`config.mk`:
```
export PLATFORM = sky130hd
export DESIGN_NAME = amp_seq_ctrl_flat
export DESIGN_NICKNAME = d
export VERILOG_FILES = /design/src/rtl/amp_seq_ctrl_if.sv /design/src/rtl/amp_seq_ctrl.sv /design/src/flat_wrapper.sv
export SDC_FILE = /design/constraint.sdc
export NUM_CORES = 1
export LEC_CHECK = 0
export CAP_MARGIN = 10
export CELL_PAD_IN_SITES_DETAIL_PLACEMENT = 1
export CELL_PAD_IN_SITES_GLOBAL_PLACEMENT = 2
export CORE_MARGIN = 8
export CORE_UTILIZATION = 39
export DETAILED_ROUTE_END_ITERATION = 8
export PLACE_DENSITY_LB_ADDON = 0.1
export SLEW_MARGIN = 10
export SYNTH_ARGS = -nofsm -noshare
export SYNTH_HDL_FRONTEND = slang
export SYNTH_SLANG_ARGS = --single-unit
```
`constraint.sdc`:
```
create_clock -name clk -period 4.34 [get_ports clk]
set_clock_uncertainty 0.2 [all_clocks]
set_input_delay 0.434 -clock clk [delete_from_list [all_inputs] [get_ports clk]]
set_output_delay 0.434 -clock clk [all_outputs]
set_load 0.005 [all_outputs]
```
`src/rtl/amp_seq_ctrl_if.sv`:
```
// Control/status bundle between the amplifier sequencer and its environment.
interface amp_seq_ctrl_if;
   logic       vld;
   logic       seq_low;
   logic       Flt_n;
   logic       sht_dwn;
   logic       mute;
   logic [3:0] fault_cnt;
   logic       lockout;

   modport master (output vld, seq_low, Flt_n,
                   input  sht_dwn, mute, fault_cnt, lockout);
   modport slave  (input  vld, seq_low, Flt_n,
                   output sht_dwn, mute, fault_cnt, lockout);
endinterface

```
`src/rtl/amp_seq_ctrl.sv`:
```
// Class-D amplifier power/mute sequencer: settle, sample-aligned unmute,
// fault retry with consecutive-fault lockout.
module amp_seq_ctrl #(
   parameter int unsigned SETTLE_CYC = 250000,
   parameter int unsigned RETRY_CYC  = 25000000,
   parameter int unsigned FLT_MAX    = 3
) (
   input  logic           clk,
   input  logic           rst_n,
   amp_seq_ctrl_if.slave  bus
);

   localparam int unsigned CNT_W  = 26;
   localparam int unsigned FCNT_W = 4;
   localparam logic [CNT_W-1:0]  SETTLE_LAST = CNT_W'(SETTLE_CYC - 1);
   localparam logic [CNT_W-1:0]  RETRY_LAST  = CNT_W'(RETRY_CYC - 1);
   localparam logic [CNT_W-1:0]  CNT_MAX     = {CNT_W{1'b1}};
   localparam logic [FCNT_W-1:0] FCNT_MAX    = {FCNT_W{1'b1}};

   typedef enum logic [2:0] {
      S_IDLE, S_SETTLE, S_UNMUTE, S_RUN, S_FAULT, S_LOCK
   } state_e;

   state_e              state_q, state_d;
   logic [CNT_W-1:0]    cnt_q, cnt_d;
   logic [FCNT_W-1:0]   fault_cnt_q, fault_cnt_d;
   logic                flt_meta_q, flt_s_q;
   logic                sht_dwn_q, sht_dwn_d;
   logic                mute_q, mute_d;
   logic                lockout_q, lockout_d;

   logic [CNT_W-1:0]    cnt_inc;
   logic [FCNT_W-1:0]   fcnt_inc;
   logic                active;

   assign cnt_inc  = (cnt_q == CNT_MAX) ? cnt_q : cnt_q + CNT_W'(1);
   assign fcnt_inc = (fault_cnt_q == FCNT_MAX) ? fault_cnt_q
                                               : fault_cnt_q + FCNT_W'(1);
   assign active   = (state_q == S_SETTLE) || (state_q == S_UNMUTE) ||
                     (state_q == S_RUN);

   always_ff @(posedge clk) begin
      if (!rst_n) begin
         state_q     <= S_IDLE;
         cnt_q       <= '0;
         fault_cnt_q <= '0;
         flt_meta_q  <= 1'b1;
         flt_s_q     <= 1'b1;
         sht_dwn_q   <= 1'b1;
         mute_q      <= 1'b1;
         lockout_q   <= 1'b0;
      end else begin
         state_q     <= state_d;
         cnt_q       <= cnt_d;
         fault_cnt_q <= fault_cnt_d;
         flt_meta_q  <= bus.Flt_n;
         flt_s_q     <= flt_meta_q;
         sht_dwn_q   <= sht_dwn_d;
         mute_q      <= mute_d;
         lockout_q   <= lockout_d;
      end
   end

   always_comb begin
      state_d     = state_q;
      cnt_d       = cnt_q;
      fault_cnt_d = fault_cnt_q;

      case (state_q)
         S_IDLE: begin
            if (bus.seq_low && flt_s_q) begin
               state_d = S_SETTLE;
               cnt_d   = '0;
            end
         end
         S_SETTLE: begin
            if (cnt_q == SETTLE_LAST) state_d = S_UNMUTE;
            else                      cnt_d   = cnt_inc;
         end
         S_UNMUTE: begin
            if (bus.vld) begin
               state_d = S_RUN;
               cnt_d   = '0;
            end
         end
         S_RUN: begin
            // Counter parks at SETTLE_LAST; reaching it marks a stable run.
            if (cnt_q == SETTLE_LAST) fault_cnt_d = '0;
            else                      cnt_d       = cnt_inc;
         end
         S_FAULT: begin
            if (!flt_s_q) begin
               cnt_d = '0;
            end else if (cnt_q == RETRY_LAST) begin
               state_d = S_IDLE;
               cnt_d   = '0;
            end else begin
               cnt_d = cnt_inc;
            end
         end
         S_LOCK: ;
         default: state_d = S_IDLE;
      endcase

      // A fault outranks a queue drop, which outranks the per-state action.
      if (active) begin
         if (!flt_s_q) begin
            fault_cnt_d = fcnt_inc;
            cnt_d       = '0;
            state_d     = (32'(fcnt_inc) >= FLT_MAX) ? S_LOCK : S_FAULT;
         end else if (!bus.seq_low) begin
            state_d     = S_IDLE;
            cnt_d       = '0;
            fault_cnt_d = fault_cnt_q;
         end
      end

      sht_dwn_d = (state_d == S_IDLE) || (state_d == S_FAULT) ||
                  (state_d == S_LOCK);
      mute_d    = (state_d != S_RUN);
      lockout_d = (state_d == S_LOCK);
   end

   assign bus.sht_dwn   = sht_dwn_q;
   assign bus.mute      = mute_q;
   assign bus.fault_cnt = fault_cnt_q;
   assign bus.lockout   = lockout_q;

endmodule

```
`src/flat_wrapper.sv`:
```
// flat-port wrapper written by rule: the top's interface ports become plain ports
module amp_seq_ctrl_flat 
#(
   parameter int unsigned SETTLE_CYC = 250000,
   parameter int unsigned RETRY_CYC  = 25000000,
   parameter int unsigned FLT_MAX    = 3
)
  (clk, rst_n, bus_vld, bus_seq_low, bus_Flt_n, bus_sht_dwn, bus_mute, bus_fault_cnt, bus_lockout);
  amp_seq_ctrl_if bus_i ();
  input  logic clk;
  input  logic rst_n;
  input wire logic [$bits(bus_i.vld)-1:0] bus_vld;
  input wire logic [$bits(bus_i.seq_low)-1:0] bus_seq_low;
  input wire logic [$bits(bus_i.Flt_n)-1:0] bus_Flt_n;
  output wire logic [$bits(bus_i.sht_dwn)-1:0] bus_sht_dwn;
  output wire logic [$bits(bus_i.mute)-1:0] bus_mute;
  output wire logic [$bits(bus_i.fault_cnt)-1:0] bus_fault_cnt;
  output wire logic [$bits(bus_i.lockout)-1:0] bus_lockout;
  assign bus_i.vld = bus_vld;
  assign bus_i.seq_low = bus_seq_low;
  assign bus_i.Flt_n = bus_Flt_n;
  assign bus_sht_dwn = bus_i.sht_dwn;
  assign bus_mute = bus_i.mute;
  assign bus_fault_cnt = bus_i.fault_cnt;
  assign bus_lockout = bus_i.lockout;
  amp_seq_ctrl #(.SETTLE_CYC(SETTLE_CYC), .RETRY_CYC(RETRY_CYC), .FLT_MAX(FLT_MAX)) u_core (.clk(clk), .rst_n(rst_n), .bus(bus_i));
endmodule
```
==> results of run 1 <==
## worst max-delay path: stages (launching register included)
cell	delay, ps
sky130_fd_sc_hd__dfxtp_1	360
sky130_fd_sc_hd__ha_1	250
sky130_fd_sc_hd__and3_1	310
sky130_fd_sc_hd__nand4_1	230
sky130_fd_sc_hd__o21ai_1	180
sky130_fd_sc_hd__a21oi_4	720
sky130_fd_sc_hd__or3b_1	420
sky130_fd_sc_hd__nand3_1	80
## through the flow
step	power, W	instances
after CTS	0.000804	367
final	0.000794	367
after detailed placement	0.000419	359
after global placement	0.000418	359
after global routing	0.000827	367
after floorplan	0.000403	284
## cells in the final DEF (no fill, tap or decap), drive strengths merged, types with 10 or more instances in the layout
cell           instances
a21oi                 22
a31oi                 20
clkdlybuf4s50         11
dfxtp                 38
inv                   10
nand2                 34
nand3                 17
nand4                 17
nor2                  19
o21ai                 17
## layout make-up
class	instances	area (um^2)	area share (%)
multi-input combinational	225	1450	55.8
sequential	38	761	29.4
timing repair buffer	11	110	4.25
tap	75	93.8	3.62
clock buffer	6	82.6	3.19
clock inverter	2	60.1	2.32
inverter	10	37.5	1.45
## path summary, 6_finish.rpt
check	start	endpoint	slack, ps	cells past startpoint
max	u_core.cnt_q[0]	u_core.cnt_q[13]	1520	7
min	u_core.flt_meta_q	u_core.flt_s_q	230	1
max reg2reg	u_core.cnt_q[0]	u_core.cnt_q[13]	1520	7
min reg2reg	u_core.flt_meta_q	u_core.flt_s_q	230	1
## layer usage
| metal | up-vias | GRT usage, % | share of wire [%] |
|---|---|---|---|
| met5 | - | 0 | 0 |
| met4 | 0 | 4.16 | 1.7 |
| met3 | 10 | 4.33 | 3.9 |
| met2 | 30 | 27.9 | 48 |
| met1 | 1058 | 19.6 | 46 |
| li1 | 1095 | - | - |
## cells by family after synthesis
group	Yosys count	share of synthesized area, %
AOI/OAI and AO/OA	85	25.1
adders and majority gates	2	1.08
buffers and inverters	21	5.01
DFF	38	32.8
muxes	2	0.862
and+or+nand+nor	136	35.2
## cell usage after synthesis, drive strengths merged (2+ instances only)
| library cell | n |
|---|---|
| ha | 2 |
| a211oi | 5 |
| buf | 8 |
| o31ai | 2 |
| nor2 | 19 |
| nand4 | 17 |
| dfxtp | 38 |
| nand2 | 34 |
| mux2i | 2 |
| o21ai | 17 |
| a31oi | 20 |
| nor4b | 2 |
| or2 | 4 |
| o211ai | 2 |
| a21oi | 22 |
| nor3b | 3 |
| nor3 | 5 |
| or3b | 2 |
| nor2b | 2 |
| and2 | 4 |
| nand3 | 17 |
| a41oi | 3 |
| nand2b | 6 |
| clkbuf | 3 |
| inv | 10 |
| and4 | 5 |
| nand3b | 2 |
| nor4 | 5 |
| a22oi | 5 |
| and3 | 6 |
## state kept, by name (all words and copies together) (netlist names)
name                  count
u_core.bus.sht_dwn        1
u_core.flt_s_q            1
u_core.state_q            3
u_core.bus.mute           1
u_core.bus.fault_cnt      4
u_core.flt_meta_q         1
u_core.bus.lockout        1
u_core.cnt_q             26
## power groups by stage
stage	Sequential, W	Combinational (W)	Clock, W
after CTS	0.000355	0.0000554	0.000394
final	0.000355	0.0000542	0.000384
after global routing	0.000356	0.0000612	0.000410
after detailed placement	0.000364	0.0000550	0
after floorplan	0.000361	0.0000420	0
after global placement	0.000364	0.0000542	0
==> impl_metrics.xml, run 1 <==
<?xml version="1.0" encoding="UTF-8"?>
<metrics>
  <group name="sta">
    <metric name="max_freq" unit="MHz">354</metric>
    <metric name="setup_viol" unit="">0</metric>
    <metric name="timing_worst_slew_pin_value" unit="ps">859</metric>
    <metric name="finalHoldWorstSlack" unit="ps">228</metric>
    <metric name="timing.final.max_slew_violations" unit="">0</metric>
    <metric name="period_share" unit="%">65.0</metric>
    <metric name="slew_headroom" unit="%">42.6</metric>
    <metric name="postLayoutSetupSlackWorst" unit="ps">1520</metric>
    <metric name="final_period_minus_worst_setup_slack" unit="ps">2820</metric>
    <metric name="hold_viol_final" unit="">0</metric>
    <metric name="fin_tns_setup" unit="ps">0</metric>
    <metric name="rsz0062_at_grt" unit="">no</metric>
  </group>
  <group name="clock_network">
    <metric name="htree_levels" unit="">2</metric>
    <metric name="clk_pin_slew_worst_paths" unit="ps">80</metric>
    <metric name="cts_tree" unit="">done</metric>
    <metric name="clk_path_buf_depth" unit="">2</metric>
    <metric name="clock_root_buffer" unit="">sky130_fd_sc_hd__clkbuf_8</metric>
    <metric name="clk-insertion-delay-late" unit="ps">300</metric>
    <metric name="cts_hold_buf" unit="">0</metric>
    <metric name="cts_buffers" unit="">5</metric>
    <metric name="numClockSinks" unit="">38</metric>
    <metric name="cts.repair_timing.setup_buffer_count" unit="">0</metric>
    <metric name="post_cts.resized_instances" unit="">0</metric>
  </group>
  <group name="pwr">
    <metric name="pwr-share-seq" unit="%">44.8</metric>
    <metric name="switching_fraction" unit="%">22.5</metric>
    <metric name="leakagePower" unit="nW">0.895</metric>
    <metric name="power-per-cell-area" unit="nW/um^2">307</metric>
    <metric name="ir_drop" unit="mV">0.173</metric>
    <metric name="power_switching" unit="W">0.000178</metric>
    <metric name="comb_power_share" unit="%">6.8</metric>
    <metric name="power.clock.fraction" unit="%">48.4</metric>
    <metric name="internal_power" unit="W">0.000615</metric>
  </group>
  <group name="routing">
    <metric name="antenna_left" unit="">0</metric>
    <metric name="routed_wire_length_per_instance" unit="um">18.4</metric>
    <metric name="wirelength_routed" unit="um">6740</metric>
    <metric name="avgViaCountPerCell" unit="">5.98</metric>
    <metric name="vias" unit="">2193</metric>
    <metric name="detail_route.first_pass.iterations" unit="">4</metric>
    <metric name="detailed_route_drc_error_count" unit="">0</metric>
    <metric name="detailedRoute.firstIterationViolations" unit="">84</metric>
  </group>
  <group name="yosys">
    <metric name="synth.ff_latch_count" unit="">38</metric>
    <metric name="dominant_cells_by_area_after_synthesis" unit="">sky130_fd_sc_hd__dfxtp_1 33%, sky130_fd_sc_hd__nand2_1 5.5%, sky130_fd_sc_hd__a31oi_1 5.4%</metric>
    <metric name="yosysTopAreaCellShare" unit="%">32.8</metric>
    <metric name="synth_cells" unit="">284</metric>
    <metric name="ys_seq_area_share" unit="%">32.8</metric>
    <metric name="synthesis.area_per_instance" unit="um^2">8.18</metric>
    <metric name="mappedNetlistNets" unit="">291</metric>
    <metric name="synth_async_sr_flop_share" unit="%">0</metric>
    <metric name="yosys_warnings" unit="">0</metric>
    <metric name="synth_enable_flop_cells" unit="">0</metric>
    <metric name="syn_area" unit="um^2">2320</metric>
    <metric name="synth_top_cell_by_area" unit="">sky130_fd_sc_hd__dfxtp_1</metric>
    <metric name="synth.lib_cells_used.distinct" unit="">60</metric>
    <metric name="dominantRegCellSynth" unit="">sky130_fd_sc_hd__dfxtp_1</metric>
  </group>
  <group name="floorplanning">
    <metric name="top_level_ports" unit="">12</metric>
    <metric name="floorplan.die.height" unit="um">93.2</metric>
    <metric name="die_area" unit="um^2">8680</metric>
    <metric name="initial_core_util" unit="%">39.7</metric>
    <metric name="die_width" unit="um">93.2</metric>
    <metric name="core_area" unit="um^2">5850</metric>
    <metric name="row_cnt" unit="">28</metric>
  </group>
  <group name="final_layout">
    <metric name="number_of_antenna_cells_inserted" unit="">0</metric>
    <metric name="drive_above_1_share" unit="%">10.3</metric>
    <metric name="final.fill_count" unit="">714</metric>
    <metric name="finished_layout_cell_area" unit="um^2">2590</metric>
    <metric name="finalNetCount" unit="">298</metric>
    <metric name="syn_to_final_growth" unit="%">11.5</metric>
    <metric name="final_core_util" unit="%">44.3</metric>
  </group>
  <group name="global_route">
    <metric name="global_route_wire_length_before_repair" unit="um">11100</metric>
    <metric name="via_count_of_the_first_global_routing_pass" unit="">2150</metric>
    <metric name="global_route.usage.total" unit="%">16.3</metric>
    <metric name="grt_max_degree" unit="">36</metric>
    <metric name="grt_overflow" unit="">0</metric>
    <metric name="initial_antenna_violation_count" unit="">0</metric>
  </group>
  <group name="worst_setup_path">
    <metric name="crit_path_max_fanout" unit="">35</metric>
    <metric name="critical_path_arrival" unit="ps">2860</metric>
    <metric name="critical_path_class" unit="">flip-flop to flip-flop</metric>
    <metric name="setup.worst_path.end_class" unit="">flip-flop</metric>
    <metric name="nature_of_the_critical_path_startpoint" unit="">flip-flop</metric>
    <metric name="required" unit="ps">4380</metric>
  </group>
  <group name="placed_design">
    <metric name="detailed_place.area" unit="um^2">2450</metric>
    <metric name="portBuffers" unit="">11</metric>
    <metric name="dpl_worst_slack" unit="ps">1410</metric>
    <metric name="place_hpwl" unit="um">4990</metric>
    <metric name="place_congestion" unit="">0.811</metric>
  </group>
  <group name="run">
    <metric name="drv.max_cap_violation_count" unit="">0</metric>
  </group>
  <group name="hold_path">
    <metric name="hp-class" unit="">flip-flop to flip-flop</metric>
  </group>
  <group name="outcome">
    <metric name="outcome" unit="">completed</metric>
  </group>
</metrics>
(Power assumes the default switching activity.)
==> inputs of run 2 (changes only) <==
--- a/config.mk
+++ b/config.mk
@@ -9,7 +9,7 @@
 export CELL_PAD_IN_SITES_DETAIL_PLACEMENT = 1
 export CELL_PAD_IN_SITES_GLOBAL_PLACEMENT = 2
 export CORE_MARGIN = 8
-export CORE_UTILIZATION = 39
+export CORE_UTILIZATION = 33
 export DETAILED_ROUTE_END_ITERATION = 8
 export PLACE_DENSITY_LB_ADDON = 0.1
 export SLEW_MARGIN = 10
==> constraint.sdc (replaced) <==
create_clock -name clk -period 2.5 [get_ports clk]
set_clock_uncertainty 0.2 [all_clocks]
set_input_delay 0.25 -clock clk [delete_from_list [all_inputs] [get_ports clk]]
set_output_delay 0.25 -clock clk [all_outputs]
set_load 0.005 [all_outputs]
==> impl_metrics.xml, run 2 (synthesized netlist as in run 1, its figures left out) <==
<?xml version="1.0" encoding="UTF-8"?>
<metrics>
  <group name="sta">
    <metric name="timing.final.max_slew_violations" unit="">0</metric>
    <metric name="max_freq" unit="MHz">421</metric>
    <metric name="final_period_minus_worst_setup_slack" unit="ps">2380</metric>
    <metric name="hold_viol_final" unit="">0</metric>
    <metric name="timing_worst_slew_pin_value" unit="ps">940</metric>
    <metric name="rsz0062_at_grt" unit="">yes</metric>
    <metric name="period_share" unit="%">95.1</metric>
    <metric name="slew_headroom" unit="%">37.3</metric>
    <metric name="setup_viol" unit="">0</metric>
  </group>
  <group name="routing">
    <metric name="avgViaCountPerCell" unit="">5.56</metric>
    <metric name="detailed_route_drc_error_count" unit="">0</metric>
    <metric name="antenna_left" unit="">0</metric>
    <metric name="wirelength_routed" unit="um">7620</metric>
    <metric name="vias" unit="">2350</metric>
    <metric name="routed_wire_length_per_instance" unit="um">18.0</metric>
    <metric name="detailedRoute.firstIterationViolations" unit="">119</metric>
    <metric name="detail_route.first_pass.iterations" unit="">4</metric>
  </group>
  <group name="worst_setup_path">
    <metric name="critical_path.top_delay_family" unit="">compound AO/OA/AOI/OAI gates</metric>
    <metric name="cp-startpoint" unit="">u_core.cnt_q[0]</metric>
    <metric name="worst-r2r-cell-count" unit="">7</metric>
    <metric name="slowest_stage_cell_crit_path" unit="">sky130_fd_sc_hd__a21oi_2</metric>
    <metric name="path_buf_inv" unit="">0</metric>
    <metric name="nature_of_the_critical_path_startpoint" unit="">flip-flop</metric>
    <metric name="critical_path_class" unit="">flip-flop to flip-flop</metric>
    <metric name="worstReg2RegStart" unit="">u_core.cnt_q[0]</metric>
    <metric name="timing.critical_path.depth" unit="">7</metric>
    <metric name="crit_chain" unit="">ha_1, and3_1, nand4_1, o21ai_2, a21oi_2, a31oi_1, a31oi_1</metric>
    <metric name="crit_path_max_fanout" unit="">17</metric>
    <metric name="ff2ff_setup_slack" unit="ps">120</metric>
    <metric name="r2r-end" unit="">u_core.cnt_q[4]</metric>
    <metric name="setup.worst_path.end_class" unit="">flip-flop</metric>
    <metric name="critical_path_most_common_cell" unit="">sky130_fd_sc_hd__a31oi_1</metric>
    <metric name="slowest_delay" unit="ps">730</metric>
    <metric name="critical_path.endpoint" unit="">u_core.cnt_q[4]</metric>
    <metric name="critical_path_arrival" unit="ps">2410</metric>
    <metric name="required" unit="ps">2530</metric>
  </group>
  <group name="clock_network">
    <metric name="clk-insertion-delay-late" unit="ps">300</metric>
    <metric name="clk_pin_slew_worst_paths" unit="ps">80</metric>
    <metric name="cts_buffers" unit="">5</metric>
    <metric name="cts_tree" unit="">done</metric>
    <metric name="numClockSinks" unit="">38</metric>
    <metric name="cts.repair_timing.setup_buffer_count" unit="">0</metric>
    <metric name="clk_path_buf_depth" unit="">2</metric>
    <metric name="clock_root_buffer" unit="">sky130_fd_sc_hd__clkbuf_8</metric>
    <metric name="htree_levels" unit="">2</metric>
  </group>
  <group name="global_route">
    <metric name="global_route.usage.total" unit="%">15.4</metric>
    <metric name="initial_antenna_violation_count" unit="">0</metric>
    <metric name="via_count_of_the_first_global_routing_pass" unit="">2330</metric>
    <metric name="global_route_wire_length_before_repair" unit="um">12300</metric>
    <metric name="grt_overflow" unit="">0</metric>
    <metric name="grt_max_degree" unit="">36</metric>
  </group>
  <group name="final_layout">
    <metric name="number_of_antenna_cells_inserted" unit="">0</metric>
    <metric name="syn_to_final_growth" unit="%">23.8</metric>
    <metric name="layout_commonest_cell" unit="">sky130_fd_sc_hd__dfxtp_1</metric>
    <metric name="final_core_util" unit="%">42.3</metric>
    <metric name="finished_layout_cell_area" unit="um^2">2870</metric>
    <metric name="top_register_by_number_of_flip_flops" unit="">u_core.cnt_q</metric>
    <metric name="final_cell_mix" unit="">38 x sky130_fd_sc_hd__dfxtp_1, 34 x sky130_fd_sc_hd__nand2_1, 34 x sky130_fd_sc_hd__buf_4</metric>
    <metric name="finalNetCount" unit="">333</metric>
    <metric name="drive_above_1_share" unit="%">20.5</metric>
    <metric name="largest_register_ff_count" unit="">26</metric>
  </group>
  <group name="floorplanning">
    <metric name="die_area" unit="um^2">9980</metric>
    <metric name="row_cnt" unit="">30</metric>
    <metric name="core_area" unit="um^2">6790</metric>
    <metric name="floorplan.die.height" unit="um">99.9</metric>
    <metric name="die_width" unit="um">99.9</metric>
    <metric name="initial_core_util" unit="%">34.2</metric>
    <metric name="top_level_ports" unit="">12</metric>
  </group>
  <group name="placed_design">
    <metric name="place_hpwl" unit="um">5570</metric>
    <metric name="detailed_place.area" unit="um^2">2730</metric>
    <metric name="portBuffers" unit="">11</metric>
    <metric name="place_congestion" unit="">0.834</metric>
  </group>
  <group name="outcome">
    <metric name="outcome" unit="">completed</metric>
  </group>
  <group name="hold_path">
    <metric name="min_delay_path_depth" unit="">1</metric>
    <metric name="hold_wc_startpoint" unit="">u_core.flt_meta_q</metric>
    <metric name="hp-class" unit="">flip-flop to flip-flop</metric>
  </group>
  <group name="pwr">
    <metric name="power-per-cell-area" unit="nW/um^2">438</metric>
    <metric name="leakagePower" unit="nW">1.08</metric>
    <metric name="ir_drop" unit="mV">0.209</metric>
  </group>
  <group name="run">
    <metric name="drv.max_cap_violation_count" unit="">0</metric>
  </group>
</metrics>
-- run 2: what timing repair did --
item                                    in CTS  in global routing
gates resized for setup                      0                  4
endpoints found under the setup margin       0                 20
hold buffers                                 0                  0
-- run 2: worst min path at each step --
stage	end	slack, ps
4_1_cts	u_core.flt_s_q	230
2_1_floorplan	u_core.flt_meta_q	120
5_1_grt	u_core.flt_s_q	260
6_report	u_core.flt_s_q	220
3_3_place_gp	u_core.flt_s_q	200
3_5_place_dp	u_core.flt_s_q	210
-- run 2: cell type report --
cell class | count | area, um^2
tap | 96 | 120
clock buffer | 8 | 110
inverter | 10 | 37.5
timing repair buffer | 45 | 365
multi-input combinational | 226 | 1480
sequential | 38 | 761
fill | 813 | 3920
-- run 2: power by group --
| part | internal, W | leakage [nW] | switching [W] |
|---|---|---|---|
| Sequential | 0.000610 | 0.307 | 0.00000510 |
| Combinational | 0.0000466 | 0.716 | 0.0000748 |
| Clock | 0.000279 | 0.0575 | 0.000242 |
| Total | 0.000936 | 1.08 | 0.000322 |
-- run 2: stage by stage --
stage                     TNS (ps)  hold WS [ps]  worst slack (ps)  std cells  total power [W]
final                            0           218               123        423          0.00126
after global routing         -3.17           257             -3.17        423          0.00131
after CTS                        0           228            0.0573        422          0.00126
after detailed placement         0           207              15.7        414         0.000747
after global placement           0           198              45.6        414         0.000746
after floorplan                  0           123               375        284         0.000700
-- run 2: routing by layer --
layer	GRT usage [%]	routed length, um	part of all wire, %
met5	0	0	0
met4	4.19	88	1.2
met3	3.18	192	2.5
met2	23.5	3300	43
met1	21.2	4040	53
